<file path="src/rtl/prefetch_queue.sv">
// 8088-style instruction prefetch queue: a byte FIFO between the bus interface and the
// execution unit that tracks the linear address of the head byte and of the next fetch.
module prefetch_queue #(
  parameter int                DEPTH      = 4,
  parameter int                ADDR_W     = 20,
  parameter logic [ADDR_W-1:0] RESET_ADDR = 20'hFFFF0
) (
  input  logic                         CLK,
  input  logic                         RESET,
  input  logic                         push,
  input  logic [7:0]                   pushData,
  input  logic                         pop,
  input  logic                         flush,
  input  logic [ADDR_W-1:0]            flushAddress,
  input  logic                         suspend,
  output logic [7:0]                   prefetchTop,
  output logic [ADDR_W-1:0]            prefetchTopLinearAddress,
  output logic [ADDR_W-1:0]            fetchAddress,
  output logic [$clog2(DEPTH+1)-1:0]   count,
  output logic                         prefetchEmpty,
  output logic                         prefetchFull,
  output logic                         fetchRequest,
  output logic                         overflow
);

  localparam int PTR_W = (DEPTH > 1) ? $clog2(DEPTH) : 1;
  localparam int CNT_W = $clog2(DEPTH + 1);

  logic [7:0]        mem_r [DEPTH];
  logic [PTR_W-1:0]  wr_ptr_r;
  logic [PTR_W-1:0]  rd_ptr_r;
  logic [CNT_W-1:0]  count_r;
  logic [ADDR_W-1:0] head_addr_r;
  logic [ADDR_W-1:0] fetch_addr_r;
  logic              overflow_r;

  logic empty_s;
  logic full_s;
  logic pop_ok_s;
  logic push_ok_s;

  assign empty_s   = (count_r == {CNT_W{1'b0}});
  assign full_s    = (count_r == CNT_W'(DEPTH));
  // A pop frees a slot in the same cycle, so a full queue may still take a byte.
  assign pop_ok_s  = pop && !empty_s;
  assign push_ok_s = push && (!full_s || pop_ok_s);

  // Queue storage, pointers, count, address trackers and sticky overflow flag.
  always_ff @(posedge CLK) begin
    if (RESET) begin
      wr_ptr_r     <= {PTR_W{1'b0}};
      rd_ptr_r     <= {PTR_W{1'b0}};
      count_r      <= {CNT_W{1'b0}};
      head_addr_r  <= RESET_ADDR;
      fetch_addr_r <= RESET_ADDR;
      overflow_r   <= 1'b0;
    end else if (flush) begin
      wr_ptr_r     <= {PTR_W{1'b0}};
      rd_ptr_r     <= {PTR_W{1'b0}};
      count_r      <= {CNT_W{1'b0}};
      head_addr_r  <= flushAddress;
      fetch_addr_r <= flushAddress;
    end else begin
      if (push_ok_s) begin
        mem_r[wr_ptr_r] <= pushData;
        wr_ptr_r        <= wr_ptr_r + PTR_W'(1);
        fetch_addr_r    <= fetch_addr_r + ADDR_W'(1);
      end
      if (pop_ok_s) begin
        rd_ptr_r    <= rd_ptr_r + PTR_W'(1);
        head_addr_r <= head_addr_r + ADDR_W'(1);
      end
      case ({push_ok_s, pop_ok_s})
        2'b10:   count_r <= count_r + CNT_W'(1);
        2'b01:   count_r <= count_r - CNT_W'(1);
        default: count_r <= count_r;
      endcase
      if (push && !push_ok_s) begin
        overflow_r <= 1'b1;
      end
    end
  end

  assign prefetchTop              = empty_s ? 8'h00 : mem_r[rd_ptr_r];
  assign prefetchTopLinearAddress = head_addr_r;
  assign fetchAddress             = fetch_addr_r;
  assign count                    = count_r;
  assign prefetchEmpty            = empty_s;
  assign prefetchFull             = full_s;
  assign fetchRequest             = !full_s && !suspend && !flush;
  assign overflow                 = overflow_r;

endmodule

</file>
<file path="config.mk">
export PLATFORM = sky130hd
export DESIGN_NAME = prefetch_queue
export DESIGN_NICKNAME = d
export VERILOG_FILES = /design/src/rtl/prefetch_queue.sv
export SDC_FILE = /design/constraint.sdc
export NUM_CORES = 1
export LEC_CHECK = 0
export CORE_ASPECT_RATIO = 0.8
export CORE_MARGIN = 10
export CORE_UTILIZATION = 40
export DETAILED_ROUTE_END_ITERATION = 10
export GPL_ROUTABILITY_DRIVEN = 0
export PLACE_DENSITY = 0.62
export SYNTH_ARGS = -nofsm -noshare
export SYNTH_HDL_FRONTEND = slang
export SYNTH_SLANG_ARGS = --single-unit
export TNS_END_PERCENT = 10
</file>
<file path="constraint.sdc">
create_clock -name CLK -period 3.5 [get_ports CLK]
set_input_delay 0.35 -clock CLK [delete_from_list [all_inputs] [get_ports CLK]]
set_output_delay 0.35 -clock CLK [all_outputs]
set_load 0.03 [all_outputs]
</file>
==> results of run 1 <==
power by group:
part	internal, uW	leakage (uW)	switching (uW)
clock network	639	0.000163	422
registers	1030	0.000702	57.4
logic	175	0.00102	230
cell families after synthesis:
| family | synth area share |
|---|---|
| mux | 0.0486 |
| compound gates | 0.129 |
| fa+ha+maj | 0.0231 |
| buf+inv | 0.0347 |
| flops | 0.477 |
| xor+xnor | 0.0234 |
| simple gates | 0.264 |
through the flow:
step	area [sq um]	power (uW)	cells	hold WS [ns]
floorplan	4120	1330	408	0.449
global placement	5100	1510	615	0.473
global route	5440	2650	631	0.523
finish	5440	2550	631	0.491
detailed placement	5100	1510	615	0.473
CTS	5440	2570	631	0.494
metal layers:
layer  vias up  wire length [um]  track usage
li1       1749                 -            -
met4         0                63       0.0369
met3         7               919       0.0503
met1      1753              6150        0.241
met5         -                 0            0
met2       132              5150        0.217
sequential cells by signal (all words and copies together), names as in the netlist, named ones only:
signal,count
count,3
fetchAddress,20
mem_r,32
overflow,1
prefetchTopLinearAddress,20
rd_ptr_r,2
wr_ptr_r,2
cells in the final DEF, fill, tap and decap left out, types with 7 or more instances in the layout:
master,count
a31oi_1,12
nand3_1,11
a311oi_1,9
nor2_1,18
nand4_1,13
xnor2_1,7
clkbuf_16,9
nor2b_1,8
and3_1,27
and4_1,8
or3_1,10
nor3_1,39
a21oi_1,8
edfxtp_1,32
inv_1,8
nor4_1,10
a2111oi_0,8
mux4_2,8
clkdlybuf4s50_1,88
dfxtp_1,50
nand2_1,22
tightest hold or removal path, delay by kind of cell (launching register included):
kind,cells,cell delay [ns]
DFF,1,0.33
AOI/OAI and AO/OA,1,0.04
and+or+nand+nor,1,0.08
worst min-delay path by stage:
| stage | cells after the start | startpoint | end | slack [ns] |
|---|---|---|---|---|
| 2_1_floorplan | 0 | pushData[0] | mem_r[0][0] | 0.45 |
| 3_3_place_gp | 2 | overflow | overflow | 0.47 |
| 3_5_place_dp | 2 | overflow | overflow | 0.47 |
| 4_1_cts | 2 | overflow | overflow | 0.49 |
| 5_1_grt | 2 | overflow | overflow | 0.52 |
| 6_report | 2 | overflow | overflow | 0.49 |
layout make-up:
class | count | area (sq um) | share of cell area
timing repair buffer | 94 | 926 | 0.170
multi-input combinational | 291 | 2010 | 0.370
inverter | 8 | 30.0 | 0.00552
tap | 140 | 175 | 0.0322
sequential | 82 | 1960 | 0.361
clock inverter | 7 | 106 | 0.0196
clock buffer | 9 | 225 | 0.0414
==> reports/results.ini, run 1 <==
[run_status]
status = finished, final reports clean

[timing]
rsz0062_at_grt = no
drv_slew = 0
layout_setup_ws_ns = 0.804
clock.fmax_mhz = 371
tightest_slew_ns = 0.889
finalSetupTns_ns = 0
fin_crit_sh = 0.770
setup_viol = 0
max_slew_margin = 0.400
fin_worst_skew_ns = 0.0110
hold_viol = 0
period_needed_ns = 2.70

[cells_and_area]
drive_gt1_frac = 0.0692
syn_to_final_growth_pct = 32.1
fill_cells = 927
nNetsFinal = 527
fin_util = 0.535
antenna_cells = 0

[flow_run]
cap_violations = 0

[placed_design]
pre_cts_ws_ns = 0.820
numPortBuffers = 88
hpwlAfterDp_um = 8880

[clock_network]
clock-sinks = 82
ctsResizeCount = 0
clock_tree.buffer_depth = 2
cts_buffers = 9
cts_tree = built
cts_root_buf = clkbuf_16
htreeDepth = 3
clkLatencyLatePin_ns = 0.34
postCtsSetupBuffers = 0
hold_buffers = 0
path_clk_slew_ns = 0.06

[floorplanning]
rows = 33
core_sq_um = 10200
dieArea_sq_um = 14800
die_y_um = 111
start_util = 0.405
io_pins = 89
fp.dieW_um = 133

[setup_path]
path_depth = 3
r2r_cells = 7
endpoint = prefetchTop[1]
path_class = register to primary output
cp_num_buf_inv = 1
critPathSlowestCell = dfxtp_1
cp_max_fo = 8
cp-end-kind = primary output
start_kind = register
r2r-end = count[2]
cp_top_family = flip-flops
cp.arrival_ns = 2.35
crit_chain = mux4_2 -> nor2b_1 -> clkdlybuf4s50_1
slowest_delay_ns = 0.68
r2r_start = count[0]
crit_required_ns = 3.15
ff2ff_setup_slack_ns = 1.18

[synthesis]
netlist_area_sq_um = 4120
synth_common_cells = dfxtp_1 (50), nor3_1 (39), edfxtp_1 (32), and3_1 (27), clkbuf_1 (23)
synth.most_common_cell = dfxtp_1
ys_seq_area_frac = 0.477
synth-edff-count = 32
syn_nets = 449
synth_top_area_frac = 0.243
synthArstFlopShare = 0
synth_largest_area_cell = dfxtp_1
postSynthAreaPerCell_sq_um = 10.1
ys_seq_elements = 82
yosysWarnings = 0
ys.flop_type = dfxtp_1
yosys-top-cells-area = dfxtp_1 (24%), edfxtp_1 (23%), nor3_1 (4.7%)
ys_types = 48
synthCells = 408

[routing]
ant_nets = 0
vias = 3641
totalWireLength_um = 12300
post-route-drc-count = 0
drtPass1Iterations = 4
avgViaCountPerCell = 5.77
first_iter_violations = 322
wl_per_cell_um = 19.5

[pwr]
power.density_nw_per_um2 = 470
leakagePower_uw = 0.00189
vdd_drop_max_uv = 226

[global_route]
grt_overflow = 0
grt_max_degree = 47
grt_pass1_wl_um = 19400
grt_pass1_vias = 3350
grt_use_total = 0.161
antenna_found_initial = 0

[worst_hold_path]
min_path_type = register to register

Note: power is estimated with default switching activity, not from simulation.
==> run 2: changes to the inputs <==
--- a/config.mk
+++ b/config.mk
@@ -10,7 +10,7 @@
 export CORE_UTILIZATION = 40
 export DETAILED_ROUTE_END_ITERATION = 10
 export GPL_ROUTABILITY_DRIVEN = 0
-export PLACE_DENSITY = 0.62
+export PLACE_DENSITY = 0.65
 export SYNTH_ARGS = -nofsm -noshare
 export SYNTH_HDL_FRONTEND = slang
 export SYNTH_SLANG_ARGS = --single-unit
==> constraint.sdc (replaced) <==
create_clock -name CLK -period 2.4 [get_ports CLK]
set_input_delay 0.24 -clock CLK [delete_from_list [all_inputs] [get_ports CLK]]
set_output_delay 0.24 -clock CLK [all_outputs]
set_load 0.03 [all_outputs]
==> run 2 against run 1 <==
Compared with the run above:
- first-iteration DRC count increased by 11%
- worst setup slack lost 0.57 ns
- critical path depth unchanged
- final cell count up 2.9%
- power increased by 42%
- non-clock buffer count grew 18
- sequential share of layout area decreased by 0.96 points
- clock power increased by 35%
- via count increased by 4.2%
- sequential power up 45%
- wire length increased by 3.4%
- register-to-register slack got worse by 0.91 ns
- critical endpoint is now prefetchFull
==> reports/results.ini, run 2 (synthesis results as in run 1) <==
[cells_and_area]
fill_cells = 934
final_common_cell = clkdlybuf4s50_1
mostFrequentLayoutCells = clkdlybuf4s50_1 (78), dfxtp_1 (50), nor3_1 (39)
antenna_cells = 0
regMostFlops = mem_r
drive_gt1_frac = 0.106
syn_to_final_growth_pct = 35.7
largest_register_ffs = 32
nNetsFinal = 545
register_area_sq_um = 1960
multi_input_area_sq_um = 2010

[pwr]
vdd_drop_max_uv = 338
leakagePower_uw = 0.00210
total_power_uw = 3630
power.density_nw_per_um2 = 650

[placed_design]
hpwlAfterDp_um = 9290
numPortBuffers = 88

[routing]
first_iter_violations = 358
post-route-drc-count = 0
vias = 3795
totalWireLength_um = 12700
wl_per_cell_um = 19.6
drtPass1Iterations = 5
ant_nets = 0
avgViaCountPerCell = 5.85

[timing]
tightest_slew_ns = 0.958
fin_crit_sh = 0.900
setup_viol = 0
rsz0062_at_grt = no
fin_worst_skew_ns = 0.00988
finalSetupTns_ns = 0
hold_viol = 0
drv_slew = 0
max_slew_margin = 0.353
clock.fmax_mhz = 463
period_needed_ns = 2.16

[floorplanning]
fp.dieW_um = 133
core_sq_um = 10200
start_util = 0.405
rows = 33
die_y_um = 111
dieArea_sq_um = 14800
io_pins = 89

[setup_path]
cp-end-kind = primary output
crit_required_ns = 2.16
crit_chain = inv_1 -> and3_1 -> clkdlybuf4s50_1
path_class = register to primary output
start_kind = register
cp_top_family = buffers and inverters
cp_max_fo = 11
cp_num_buf_inv = 2
cp.arrival_ns = 1.92
critPathSlowestCell = clkdlybuf4s50_1
slowest_delay_ns = 0.61

[clock_network]
ctsResizeCount = 0
htreeDepth = 3
hold_buffers = 0
clock-sinks = 82
cts_buffers = 9
path_clk_slew_ns = 0.06
cts_tree = built
cts_root_buf = clkbuf_16
clock_tree.buffer_depth = 2
postCtsSetupBuffers = 0
clkLatencyLatePin_ns = 0.34

[global_route]
antenna_found_initial = 0
grt_pass1_vias = 3639
grt_max_degree = 46
grt_use_total = 0.167
grt_overflow = 0
grt_pass1_wl_um = 20200

[worst_hold_path]
min_path_type = register to register

[flow_run]
cap_violations = 0

[run_status]
status = finished, final reports clean

==> run 2: cell types whose count changed in the layout (fill, tap and decap cells not counted), sizes merged <==
cell and delta:
clkdlybuf4s50 -10, buf +20, clkinvlp +1, bufinv -1
dlymetal6s2s +8
==> run 2: final cells by class <==
class	instances	area share
Sequential cell	82	0.351
Timing Repair Buffer	112	0.197
Clock inverter	7	0.0143
Multi-Input combinational cell	291	0.360
Inverter	8	0.00538
Clock buffer	9	0.0403
Tap cell	140	0.0314
==> run 2: final timing paths <==
| path | from | end | slack, ns | cells after the start |
|---|---|---|---|---|
| min reg2reg | rd_ptr_r[1] | register | 0.53 | 2 |
| min | rd_ptr_r[1] | register | 0.53 | 2 |
| max | count[0] | prefetchFull | 0.24 | 3 |
| max reg2reg | count[0] | fetchAddress[17] | 0.27 | 4 |
==> run 2: through the flow <==
| step | hold slack [ns] | util | setup slack [ns] | std cells | instance area, sq um |
|---|---|---|---|---|---|
| final | 0.528 | 0.550 | 0.239 | 649 | 5580 |
| after global placement | 0.503 | 0.518 | 0.0621 | 633 | 5260 |
| after detailed placement | 0.518 | 0.518 | 0.00741 | 633 | 5260 |
| after floorplan | 0.339 | - | 0.0617 | 408 | 4120 |
| after CTS | 0.537 | 0.548 | 0.0387 | 649 | 5560 |
| after global routing | 0.561 | 0.550 | 0.113 | 649 | 5580 |
==> run 2: per-layer routing <==
metal | vias to the layer above | GRT usage | part of all wire
met4 | 0 | 0.0384 | 0.0092
met2 | 182 | 0.250 | 0.44
met1 | 1821 | 0.230 | 0.47
li1 | 1781 | - | -
met3 | 11 | 0.0521 | 0.082
met5 | - | 0 | 0
==> run 2: where the power goes <==
| part | internal, uW | switching [uW] |
|---|---|---|
| Clock | 823 | 604 |
| Sequential | 1500 | 77.2 |
| Combinational | 275 | 351 |
==> run 2: worst min-delay path, cell delays in order, from the launching register on <==
cell and delay, ns:
dfxtp_1 0.32, xor2_1 0.06, nor2_1 0.10
==> run 3: changes to the inputs <==
--- a/config.mk
+++ b/config.mk
@@ -10,6 +10,7 @@
 export CORE_UTILIZATION = 40
 export DETAILED_ROUTE_END_ITERATION = 10
 export GPL_ROUTABILITY_DRIVEN = 0
+export HOLD_SLACK_MARGIN = 0.02
 export PLACE_DENSITY = 0.65
 export SYNTH_ARGS = -nofsm -noshare
 export SYNTH_HDL_FRONTEND = slang
==> results of run 3 <==
The final DEF is identical to that of run 2; final timing and power are the same.
